$ cat src/rtl/edsac_order_pkg.sv
// rtl/edsac_order_pkg.sv - EDSAC order codes, control-line indices and sequencer types
package edsac_order_pkg;

  localparam int OP_W_DEF = 5;

  localparam logic [OP_W_DEF-1:0] OP_P     = 5'd0;
  localparam logic [OP_W_DEF-1:0] OP_Q     = 5'd1;
  localparam logic [OP_W_DEF-1:0] OP_W     = 5'd2;
  localparam logic [OP_W_DEF-1:0] OP_E     = 5'd3;
  localparam logic [OP_W_DEF-1:0] OP_R     = 5'd4;
  localparam logic [OP_W_DEF-1:0] OP_T     = 5'd5;
  localparam logic [OP_W_DEF-1:0] OP_Y     = 5'd6;
  localparam logic [OP_W_DEF-1:0] OP_U     = 5'd7;
  localparam logic [OP_W_DEF-1:0] OP_I     = 5'd8;
  localparam logic [OP_W_DEF-1:0] OP_O     = 5'd9;
  localparam logic [OP_W_DEF-1:0] OP_J     = 5'd10;
  localparam logic [OP_W_DEF-1:0] OP_PI    = 5'd11;
  localparam logic [OP_W_DEF-1:0] OP_S     = 5'd12;
  localparam logic [OP_W_DEF-1:0] OP_Z     = 5'd13;
  localparam logic [OP_W_DEF-1:0] OP_K     = 5'd14;
  localparam logic [OP_W_DEF-1:0] OP_STAR  = 5'd15;
  localparam logic [OP_W_DEF-1:0] OP_DOT   = 5'd16;
  localparam logic [OP_W_DEF-1:0] OP_F     = 5'd17;
  localparam logic [OP_W_DEF-1:0] OP_THETA = 5'd18;
  localparam logic [OP_W_DEF-1:0] OP_D     = 5'd19;
  localparam logic [OP_W_DEF-1:0] OP_PHI   = 5'd20;
  localparam logic [OP_W_DEF-1:0] OP_H     = 5'd21;
  localparam logic [OP_W_DEF-1:0] OP_N     = 5'd22;
  localparam logic [OP_W_DEF-1:0] OP_M     = 5'd23;
  localparam logic [OP_W_DEF-1:0] OP_DELTA = 5'd24;
  localparam logic [OP_W_DEF-1:0] OP_L     = 5'd25;
  localparam logic [OP_W_DEF-1:0] OP_X     = 5'd26;
  localparam logic [OP_W_DEF-1:0] OP_G     = 5'd27;
  localparam logic [OP_W_DEF-1:0] OP_A     = 5'd28;
  localparam logic [OP_W_DEF-1:0] OP_B     = 5'd29;
  localparam logic [OP_W_DEF-1:0] OP_C     = 5'd30;
  localparam logic [OP_W_DEF-1:0] OP_V     = 5'd31;

  localparam int C_ADD       = 1;
  localparam int C_SUB       = 2;
  localparam int C_MULT_H    = 3;
  localparam int C_MULT_V    = 4;
  localparam int C_MULT_N    = 5;
  localparam int C_STORE_T   = 6;
  localparam int C_STORE_U   = 7;
  localparam int C_COLLATE   = 8;
  localparam int C_SHIFT_R   = 9;
  localparam int C_SHIFT_L   = 10;
  localparam int C_BRANCH_E  = 11;
  localparam int C_BRANCH_G  = 12;
  localparam int C_INPUT     = 13;
  localparam int C_OUTPUT    = 14;
  localparam int C_VERIFY    = 16;
  localparam int C_ROUND_X   = 17;
  localparam int C_ROUND_Y   = 18;
  localparam int C_STOP      = 19;
  localparam int C_CLEAR_ACC = 20;
  localparam int C_STORE_WR  = 24;
  localparam int C_TRANSFER  = 25;

  typedef enum logic [1:0] {
    ST_HALT,
    ST_FETCH,
    ST_EXEC
  } seq_state_e;

  typedef enum logic [2:0] {
    CLS_SIMPLE,
    CLS_SHIFT,
    CLS_MULT,
    CLS_BR_E,
    CLS_BR_G,
    CLS_STOP
  } order_class_e;

endpackage

$ cat src/rtl/order_decode_rom.sv
// rtl/order_decode_rom.sv - combinational order code to control vector, class and legality
module order_decode_rom
  import edsac_order_pkg::*;
#(
  parameter int OP_W   = OP_W_DEF,
  parameter int N_CTRL = 28
) (
  input  logic [OP_W-1:0]   order_code,
  output logic [N_CTRL-1:0] ctrl,
  output order_class_e      cls,
  output logic              legal
);

  always_comb begin
    ctrl  = '0;
    cls   = CLS_SIMPLE;
    legal = 1'b1;
    case (order_code)
      OP_A: ctrl[C_ADD] = 1'b1;
      OP_S: ctrl[C_SUB] = 1'b1;
      OP_H: begin ctrl[C_MULT_H] = 1'b1; cls = CLS_MULT; end
      OP_V: begin ctrl[C_MULT_V] = 1'b1; cls = CLS_MULT; end
      OP_N: begin ctrl[C_MULT_N] = 1'b1; cls = CLS_MULT; end
      OP_T: begin
        ctrl[C_STORE_T]   = 1'b1;
        ctrl[C_CLEAR_ACC] = 1'b1;
        ctrl[C_STORE_WR]  = 1'b1;
      end
      OP_U: begin ctrl[C_STORE_U] = 1'b1; ctrl[C_STORE_WR] = 1'b1; end
      OP_C: begin ctrl[C_COLLATE] = 1'b1; ctrl[C_CLEAR_ACC] = 1'b1; end
      OP_R: begin ctrl[C_SHIFT_R] = 1'b1; cls = CLS_SHIFT; end
      OP_L: begin ctrl[C_SHIFT_L] = 1'b1; cls = CLS_SHIFT; end
      OP_E: begin ctrl[C_BRANCH_E] = 1'b1; cls = CLS_BR_E; end
      OP_G: begin ctrl[C_BRANCH_G] = 1'b1; cls = CLS_BR_G; end
      OP_I: begin ctrl[C_INPUT] = 1'b1; ctrl[C_STORE_WR] = 1'b1; end
      OP_O: ctrl[C_OUTPUT]  = 1'b1;
      OP_F: ctrl[C_VERIFY]  = 1'b1;
      OP_X: ctrl[C_ROUND_X] = 1'b1;
      OP_Y: ctrl[C_ROUND_Y] = 1'b1;
      OP_Z: begin ctrl[C_STOP] = 1'b1; cls = CLS_STOP; end
      OP_P, OP_Q, OP_W, OP_J, OP_PI, OP_K, OP_STAR, OP_DOT,
      OP_THETA, OP_D, OP_PHI, OP_M, OP_DELTA, OP_B: legal = 1'b0;
      default: legal = 1'b0;
    endcase
  end

endmodule

$ cat src/rtl/order_sequencer.sv
// rtl/order_sequencer.sv - fetch/execute sequencer with registered control-line vector
module order_sequencer
  import edsac_order_pkg::*;
#(
  parameter int OP_W    = OP_W_DEF,
  parameter int N_CTRL  = 28,
  parameter int CNT_W   = 5,
  parameter int MULT_MC = 4
) (
  input  logic              clk,
  input  logic              rst_n,
  input  logic              mc_start,
  input  logic              order_valid,
  output logic              order_ready,
  input  logic [OP_W-1:0]   order_code,
  input  logic [CNT_W-1:0]  order_cnt,
  input  logic              acc_neg,
  input  logic              starter,
  output logic [N_CTRL-1:0] ctrl,
  output logic              stage2,
  output logic              transfer_taken,
  output logic              halted,
  output logic              illegal
);

  seq_state_e        state, state_nxt;
  logic [CNT_W-1:0]  cnt, cnt_load;
  logic [N_CTRL-1:0] rom_ctrl, exec_ctrl;
  order_class_e      rom_cls;
  logic              rom_legal;
  logic              accept, enters_exec, last_mc, branch_taken;

  order_decode_rom #(.OP_W(OP_W), .N_CTRL(N_CTRL)) u_rom (
    .order_code (order_code),
    .ctrl       (rom_ctrl),
    .cls        (rom_cls),
    .legal      (rom_legal)
  );

  assign accept      = (state == ST_FETCH) && mc_start && order_valid;
  assign enters_exec = accept && rom_legal && (rom_cls != CLS_STOP);
  // Treat a zero count as terminal too, so EXEC can never stall.
  assign last_mc     = (state == ST_EXEC) && mc_start && (cnt <= CNT_W'(1));

  always_comb begin
    branch_taken = 1'b0;
    if (rom_cls == CLS_BR_E) branch_taken = !acc_neg;
    if (rom_cls == CLS_BR_G) branch_taken = acc_neg;
  end

  always_comb begin
    exec_ctrl = rom_ctrl;
    if (branch_taken) exec_ctrl[C_TRANSFER] = 1'b1;
  end

  always_comb begin
    cnt_load = CNT_W'(1);
    case (rom_cls)
      CLS_SHIFT: cnt_load = (order_cnt == '0) ? CNT_W'(1) : order_cnt;
      CLS_MULT:  cnt_load = CNT_W'(MULT_MC);
      default:   cnt_load = CNT_W'(1);
    endcase
  end

  always_ff @(posedge clk or negedge rst_n) begin
    if (!rst_n) state <= ST_HALT;
    else        state <= state_nxt;
  end

  always_comb begin
    state_nxt = state;
    if (mc_start) begin
      case (state)
        ST_HALT:  if (starter) state_nxt = ST_FETCH;
        ST_FETCH: begin
          if (order_valid) begin
            if (!rom_legal || rom_cls == CLS_STOP) state_nxt = ST_HALT;
            else                                   state_nxt = ST_EXEC;
          end
        end
        ST_EXEC:  if (cnt <= CNT_W'(1)) state_nxt = ST_FETCH;
        default:  state_nxt = ST_HALT;
      endcase
    end
  end

  always_comb begin
    order_ready = (state == ST_FETCH) && mc_start;
    halted      = (state == ST_HALT);
    stage2      = (state == ST_EXEC);
  end

  always_ff @(posedge clk or negedge rst_n) begin
    if (!rst_n) begin
      ctrl           <= '0;
      cnt            <= '0;
      transfer_taken <= 1'b0;
      illegal        <= 1'b0;
    end else begin
      transfer_taken <= 1'b0;
      if (state == ST_HALT && mc_start && starter) illegal <= 1'b0;
      if (accept && !rom_legal) illegal <= 1'b1;
      if (enters_exec) begin
        ctrl           <= exec_ctrl;
        cnt            <= cnt_load;
        transfer_taken <= branch_taken;
      end else if (last_mc) begin
        ctrl <= '0;
        cnt  <= '0;
      end else if (state == ST_EXEC && mc_start) begin
        cnt <= cnt - CNT_W'(1);
      end
    end
  end

endmodule

$ cat config.mk
export PLATFORM = sky130hd
export DESIGN_NAME = order_sequencer
export DESIGN_NICKNAME = d
export VERILOG_FILES = /design/src/rtl/edsac_order_pkg.sv /design/src/rtl/order_decode_rom.sv /design/src/rtl/order_sequencer.sv
export SDC_FILE = /design/constraint.sdc
export NUM_CORES = 1
export LEC_CHECK = 0
export BUFFER_PORTS_ARGS = -buffer_cell sky130_fd_sc_hd__buf_2
export CORE_MARGIN = 10
export CORE_UTILIZATION = 52
export DETAILED_ROUTE_END_ITERATION = 10
export GPL_TIMING_DRIVEN = 0
export PLACE_DENSITY_LB_ADDON = 0.1
export REMOVE_ABC_BUFFERS = 1
export SLEW_MARGIN = 40
export SYNTH_ARGS = -nofsm -noshare
export SYNTH_HDL_FRONTEND = slang
export SYNTH_SLANG_ARGS = --single-unit
$ cat constraint.sdc
create_clock -name clk -period 2 [get_ports clk]
set_input_delay 0.1 -clock clk [delete_from_list [all_inputs] [get_ports clk]]
set_output_delay 0.1 -clock clk [all_outputs]
set_load 0.02 [all_outputs]
==> results of run 1 <==
-- worst max-delay path by stage --
stage	from	depth (start not counted)	endpoint
finish	state[1]$_DFFE_PN0P_	5	ctrl[20]$_DFFE_PN0P_
global route	state[1]$_DFFE_PN0P_	5	ctrl[20]$_DFFE_PN0P_
CTS	state[1]$_DFFE_PN0P_	5	ctrl[20]$_DFFE_PN0P_
detailed placement	order_code[3]	6	ctrl[20]$_DFFE_PN0P_
global placement	state[1]$_DFFE_PN0P_	5	ctrl[20]$_DFFE_PN0P_
floorplan	state[1]$_DFFE_PN0P_	5	ctrl[20]$_DFFE_PN0P_
-- flip-flops by register name, indices dropped and copies added, names as in the netlist --
register,count
transfer_taken,1
ctrl,21
cnt,5
illegal,1
state,2
-- per-layer routing --
metal	routed length [µm]	share of wire (%)
met5	0	0
met3	312	7.7
met4	42	1.0
met1	1880	46
met2	1820	45
-- final cells by class --
class	instances	area share, %
multi-input combinational	124	44.9
sequential	30	38.4
timing repair buffer	42	11.0
tap	44	2.82
clock buffer	5	1.92
clock inverter	2	0.512
inverter	2	0.384
-- timing repair --
action                     4_1_cts  5_1_grt
hold endpoints to repair        30        0
gates resized for setup          0        3
hold buffers                     1        0
setup endpoints to repair        0       13
-- synthesized netlist by cell type, drive strengths merged (2+ instances only) --
library cell	n	area share, %
nand3	3	0.87
buf	14	7.2
nor2b	2	0.72
inv	2	0.43
a21oi	7	2.0
nand2b	2	0.87
nand4	3	1.1
o21ai	6	1.7
and2	7	2.6
and3	6	2.2
nor3	8	3.0
nor2	13	3.0
nor3b	2	1.2
mux2i	4	2.3
a31oi	2	0.72
and2b	5	2.4
ha	2	1.4
a21o	4	1.8
a22o	10	5.7
dfrtp	30	43
nand2	8	1.7
a32o	8	4.6
-- power breakdown --
part / total (µW) / leakage, µW / switching [µW] / internal (µW)
Combinational: 776 / 0.000557 / 467 / 309
Sequential: 869 / 0.000409 / 125 / 744
Clock: 333 / 0.0000308 / 207 / 126
Total: 1980 / 0.000997 / 798 / 1180
-- stage by stage --
step	setup slack (ps)	utilization, %	std cells	hold WS [ps]	power, µW
CTS	13.8	62.1	249	46.6	1990
detailed placement	27.9	60.3	241	181	1650
global route	10.4	62.5	249	64.6	2130
finish	136	62.5	249	47.8	1980
global placement	45.6	60.3	241	160	1630
floorplan	224	-	156	-196	1390
-- cells by family after synthesis --
| logic type | Yosys count | share of synthesized area [%] |
|---|---|---|
| mux | 4 | 2.31 |
| fa+ha+maj | 2 | 1.45 |
| buf+inv | 17 | 7.81 |
| xor+xnor | 1 | 0.506 |
| compound gates | 44 | 21.6 |
| flops | 30 | 43.4 |
| simple gates | 66 | 22.7 |
| other cells | 1 | 0.217 |
-- critical path, stage by stage (launching register included) --
cell and delay [ps]:
dfrtp_1 450, and2b_1 310, nand3_2 160, nor2_4 200, a32oi_4 170, a221o_2 460
==> key figures, run 1 <==
Critical path
  – Critical Path RT: 2210 ps
  – Worst r2r src: state[1]$_DFFE_PN0P_
  – Worst Reg-to-Reg Cells: 5
  – Reg2Reg Capture Point: ctrl[20]$_DFFE_PN0P_
  – R2r setup slk: 140 ps
  – CP Launch Type: register
  – Max FO, Critical Path: 21
  – Element type at the critical path end: register
  – WS Path Type: register to register
  – Crit path DAT: 2080 ps

Floorplanning
  – Row count: 20
  – Die footprint: 6030 µm²
  – IO Pins: 49
  – DIE HEIGHT: 77.7 µm
  – CORE AREA: 3130 µm²
  – Initial core utilization: 55.3%
  – DIE WIDTH: 77.7 µm

Finish
  – Commonest non-fill, non-tap cell in the layout: buf_2
  – Most frequent cells in the layout: buf_2 (41), dfrtp_1 (30), nor2_1 (12)
  – Layout cell share with drive strength beyond 1: 35.6%
  – Final nets: 223
  – Area grow syn2layout: 12.9%
  – Antenna Cells: 0
  – Layout fillers: 274
  – Footprint of the multi-input gates: 878 µm²
  – Fin area: 1950 µm²
  – Sequential Area: 751 µm²

Worst hold path
  – HP Start: order_cnt[1]
  – Min-Delay Path Class: primary input to register
  – End of the worst hold path: cnt[1]$_DFFE_PN0P_
  – Hold path depth: 3

Timing
  – Final number of hold-violating endpoints: 0
  – Final Max Tran Viols: 0
  – Slew @ Worst Pin: 674 ps
  – Slew HR: 55.0%
  – Crit path time final: 1860 ps
  – # setup viols final: 0
  – Fmax: 536 MHz
  – RSZ-0062 raised after global routing: no
  – Setup TNS: 0 ps
  – Crit share post-route: 93.2%
  – Worst Clk Skew: 2.18 ps

Placement
  – Post-DP HPWL: 3.05 mm
  – Gpl congestion: 0.767
  – Post-placement cell area: 1890 µm²
  – Port Buffer Count: 41

Drt
  – Per-cell routed wire length: 16.3 µm
  – Vias per inst: 5.64
  – # DRC: 0
  – Final wirelength: 4.06 mm
  – Routed vias: 1404
  – Drt first pass iters: 4
  – Drt initial violations: 98
  – Final ANT Viol Nets: 0

CTS
  – Clk pin slew, worst setup/hold paths: 90 ps
  – Cts bufs inserted: 5
  – H-tree Lvls: 2
  – Setup Buffers After CTS: 0
  – Worst skew pair latency: 330 ps
  – CTS Buffer Depth: 2
  – Root Buffer: clkbuf_4
  – CTS tree: done
  – CTS sink count: 30

Global routing
  – Busiest grt layer: met2
  – GRT Overall Usage: 13.6%
  – Initial antenna violation count: 0
  – Met2 GRT Util: 20.8%
  – First-pass GRT wire length: 6.78 mm
  – Vias in the first global route: 1426
  – Pin count of the biggest net entering global routing: 31
  – Grt total ovfl: 0
  – M1 GR Usage: 16.7%
  – GR Util met3: 5.88%

Synthesis
  – Ys Warns: 0
  – Number of synthesized flops with an enable pin: 0
  – Cell area after synthesis: 1730 µm²
  – Seq/Total Area, Yosys: 43.4%
  – Synth async-reset ratio: 100%
  – Synthesized flop and latch total: 30
  – Syn Inst Count: 165
  – Synth cell types: 49
  – Top_reg_cell synth: dfrtp_1
  – Syn Area/Cell: 10.5 µm²

Flow run
  – Max-cap violations: 0

Pwr
  – Power density over the cells: 1010 nW/µm²
  – Maximum vdd ir drop: 0.000505 V
  – Static leakage: 0.000997 µW

Status
  – Status: finished clean
Note: power is estimated with default switching activity, not from simulation.
==> run 2, diff against run 1 <==
--- a/config.mk
+++ b/config.mk
@@ -7,7 +7,7 @@
 export LEC_CHECK = 0
 export BUFFER_PORTS_ARGS = -buffer_cell sky130_fd_sc_hd__buf_2
 export CORE_MARGIN = 10
-export CORE_UTILIZATION = 52
+export CORE_UTILIZATION = 39
 export DETAILED_ROUTE_END_ITERATION = 10
 export GPL_TIMING_DRIVEN = 0
 export PLACE_DENSITY_LB_ADDON = 0.1
==> key figures, run 2 (same netlist as run 1, synthesis figures left out) <==
Critical path
  – CP bufs+invs: 0
  – Max incr delay on CP: 450 ps
  – CP Launch Type: register
  – WS Path Type: register to register
  – Slowest cell on crit path: a221o_2
  – Crit-path leading delay family: compound AO/OA/AOI/OAI gates
  – Crit path DAT: 2040 ps
  – CP Cell Sequence: nor3_1, o21a_1, a32oi_4, a221o_2
  – Critical Path RT: 2160 ps
  – Element type at the critical path end: register
  – Max FO, Critical Path: 11

Global routing
  – Vias in the first global route: 1492
  – First-pass GRT wire length: 7.20 mm
  – Pin count of the biggest net entering global routing: 31
  – Grt total ovfl: 0
  – Initial antenna violation count: 0
  – GRT Overall Usage: 11.8%

Pwr
  – Static leakage: 0.00102 µW
  – Power density over the cells: 1070 nW/µm²
  – Maximum vdd ir drop: 0.000507 V

CTS
  – Cts bufs inserted: 5
  – CTS sink count: 30
  – H-tree Lvls: 2
  – CTS Buffer Depth: 2
  – Root Buffer: clkbuf_8
  – Clk pin slew, worst setup/hold paths: 60 ps
  – Worst skew pair latency: 280 ps
  – CTS tree: done

Timing
  – Slew @ Worst Pin: 677 ps
  – Worst Clk Skew: 5.07 ps
  – Final number of hold-violating endpoints: 0
  – Slew HR: 54.9%
  – Hold WS: 86.8 ps
  – Fmax: 534 MHz
  – Crit path time final: 1870 ps
  – Final Max Tran Viols: 0
  – RSZ-0062 raised after global routing: no
  – # setup viols final: 0
  – Setup ws final: 128 ps
  – Crit share post-route: 93.6%

Drt
  – Drt initial violations: 69
  – # DRC: 0
  – Routed vias: 1418
  – Vias per inst: 5.47
  – Final wirelength: 4.53 mm
  – Final ANT Viol Nets: 0
  – Per-cell routed wire length: 17.5 µm
  – Drt first pass iters: 4

Finish
  – Commonest non-fill, non-tap cell in the layout: buf_2
  – Max FFs per register: 21
  – Largest register by flop count: ctrl
  – Top flop regs: ctrl x21, cnt x5, state x2
  – Antenna Cells: 0
  – Layout fillers: 445
  – Most frequent cells in the layout: buf_2 (41), dfrtp_1 (30), nor2_1 (12)
  – Layout cell share with drive strength beyond 1: 35.3%
  – Footprint of the multi-input gates: 893 µm²
  – Sequential Area: 751 µm²
  – Final nets: 224
  – Area grow syn2layout: 16.9%

Floorplanning
  – CORE AREA: 4320 µm²
  – Die footprint: 7500 µm²
  – Row count: 24
  – IO Pins: 49
  – DIE HEIGHT: 86.6 µm
  – Initial core utilization: 40.0%
  – DIE WIDTH: 86.6 µm

Worst hold path
  – Min-Delay Path Class: primary input to register

Flow run
  – Max-cap violations: 0

Placement
  – Setup slack at placement: -19.3 ps
  – Gpl congestion: 0.788
  – Port Buffer Count: 41
  – Post-DP HPWL: 3.26 mm

Status
  – Status: finished clean
[run 2: changes by cell type in the layout (fill, tap and decap cells not counted)]
cell      before  now
o21a_1         0    1
clkbuf_1       0    1
clkbuf_8       0    6
clkbuf_4       5    0
a32oi_2        0    1
o21a_2         1    0
clkinv_2       2    1
[run 2: where the power goes]
group	leakage [µW]	switching (µW)	internal, µW	total (µW)
Sequential	0.000409	124	746	870
Combinational	0.000560	498	308	806
Clock	0.0000482	220	277	497
[run 2: final cells by class]
type / instances / share of cell area (%)
clock inverters: 1 / 0.247
clock buffers: 7 / 4.27
inverters: 2 / 0.371
well taps: 52 / 3.22
repair buffers: 42 / 10.6
flip-flops and latches: 30 / 37.1
multi-input cells: 125 / 44.2
[run 2: per-layer routing]
layer | vias up | part of all wire [%] | global-route usage (%)
li1 | 690 | - | -
met1 | 685 | 43 | 12.7
met2 | 36 | 49 | 20.4
met3 | 7 | 6.6 | 4.69
met4 | 0 | 1.3 | 4.42
met5 | - | 0 | 0
[run 2: timing repair]
item	4_1_cts	5_1_grt
endpoints found under the setup margin	1	21
buffers inserted	0	0
hold buffers	1	0
hold endpoints to repair	30	0
resized for setup	1	1
gates cloned	0	1
pin swaps	0	1
[run 2: worst register-to-register path: cells and delay by family (launching register included)]
family	cells	cell delay [ps]
DFF	1	410
AOI/OAI and AO/OA	3	1140
and+or+nand+nor	1	200
[run 2: worst paths after layout]
| path | cells after the start | to | start | slack (ps) |
|---|---|---|---|---|
| max | 4 | ctrl[20]$_DFFE_PN0P_ | cnt[2]$_DFFE_PN0P_ | 130 |
| min | 3 | cnt[1]$_DFFE_PN0P_ | order_cnt[1] | 90 |
| max reg2reg | 4 | ctrl[20]$_DFFE_PN0P_ | cnt[2]$_DFFE_PN0P_ | 130 |
| min reg2reg | 1 | ctrl[19]$_DFFE_PN0P_ | ctrl[19]$_DFFE_PN0P_ | 480 |
| max in group asynchronous | 2 | ctrl[10]$_DFFE_PN0P_ | rst_n | 1180 |
| min in group asynchronous | 2 | cnt[0]$_DFFE_PN0P_ | rst_n | 390 |
[run 2: per-stage QoR]
step / power [µW] / setup TNS, ps / util [%] / instances / cell area, µm²
after floorplan: 1390 / 0 / - / 156 / 1630
after global placement: 1640 / -45.9 / 43.8 / 249 / 1900
after global routing: 2330 / 0 / 46.8 / 259 / 2020
final: 2170 / 0 / 46.8 / 259 / 2020
after CTS: 2170 / 0 / 46.3 / 258 / 2000
after detailed placement: 1650 / -35.8 / 43.8 / 249 / 1900
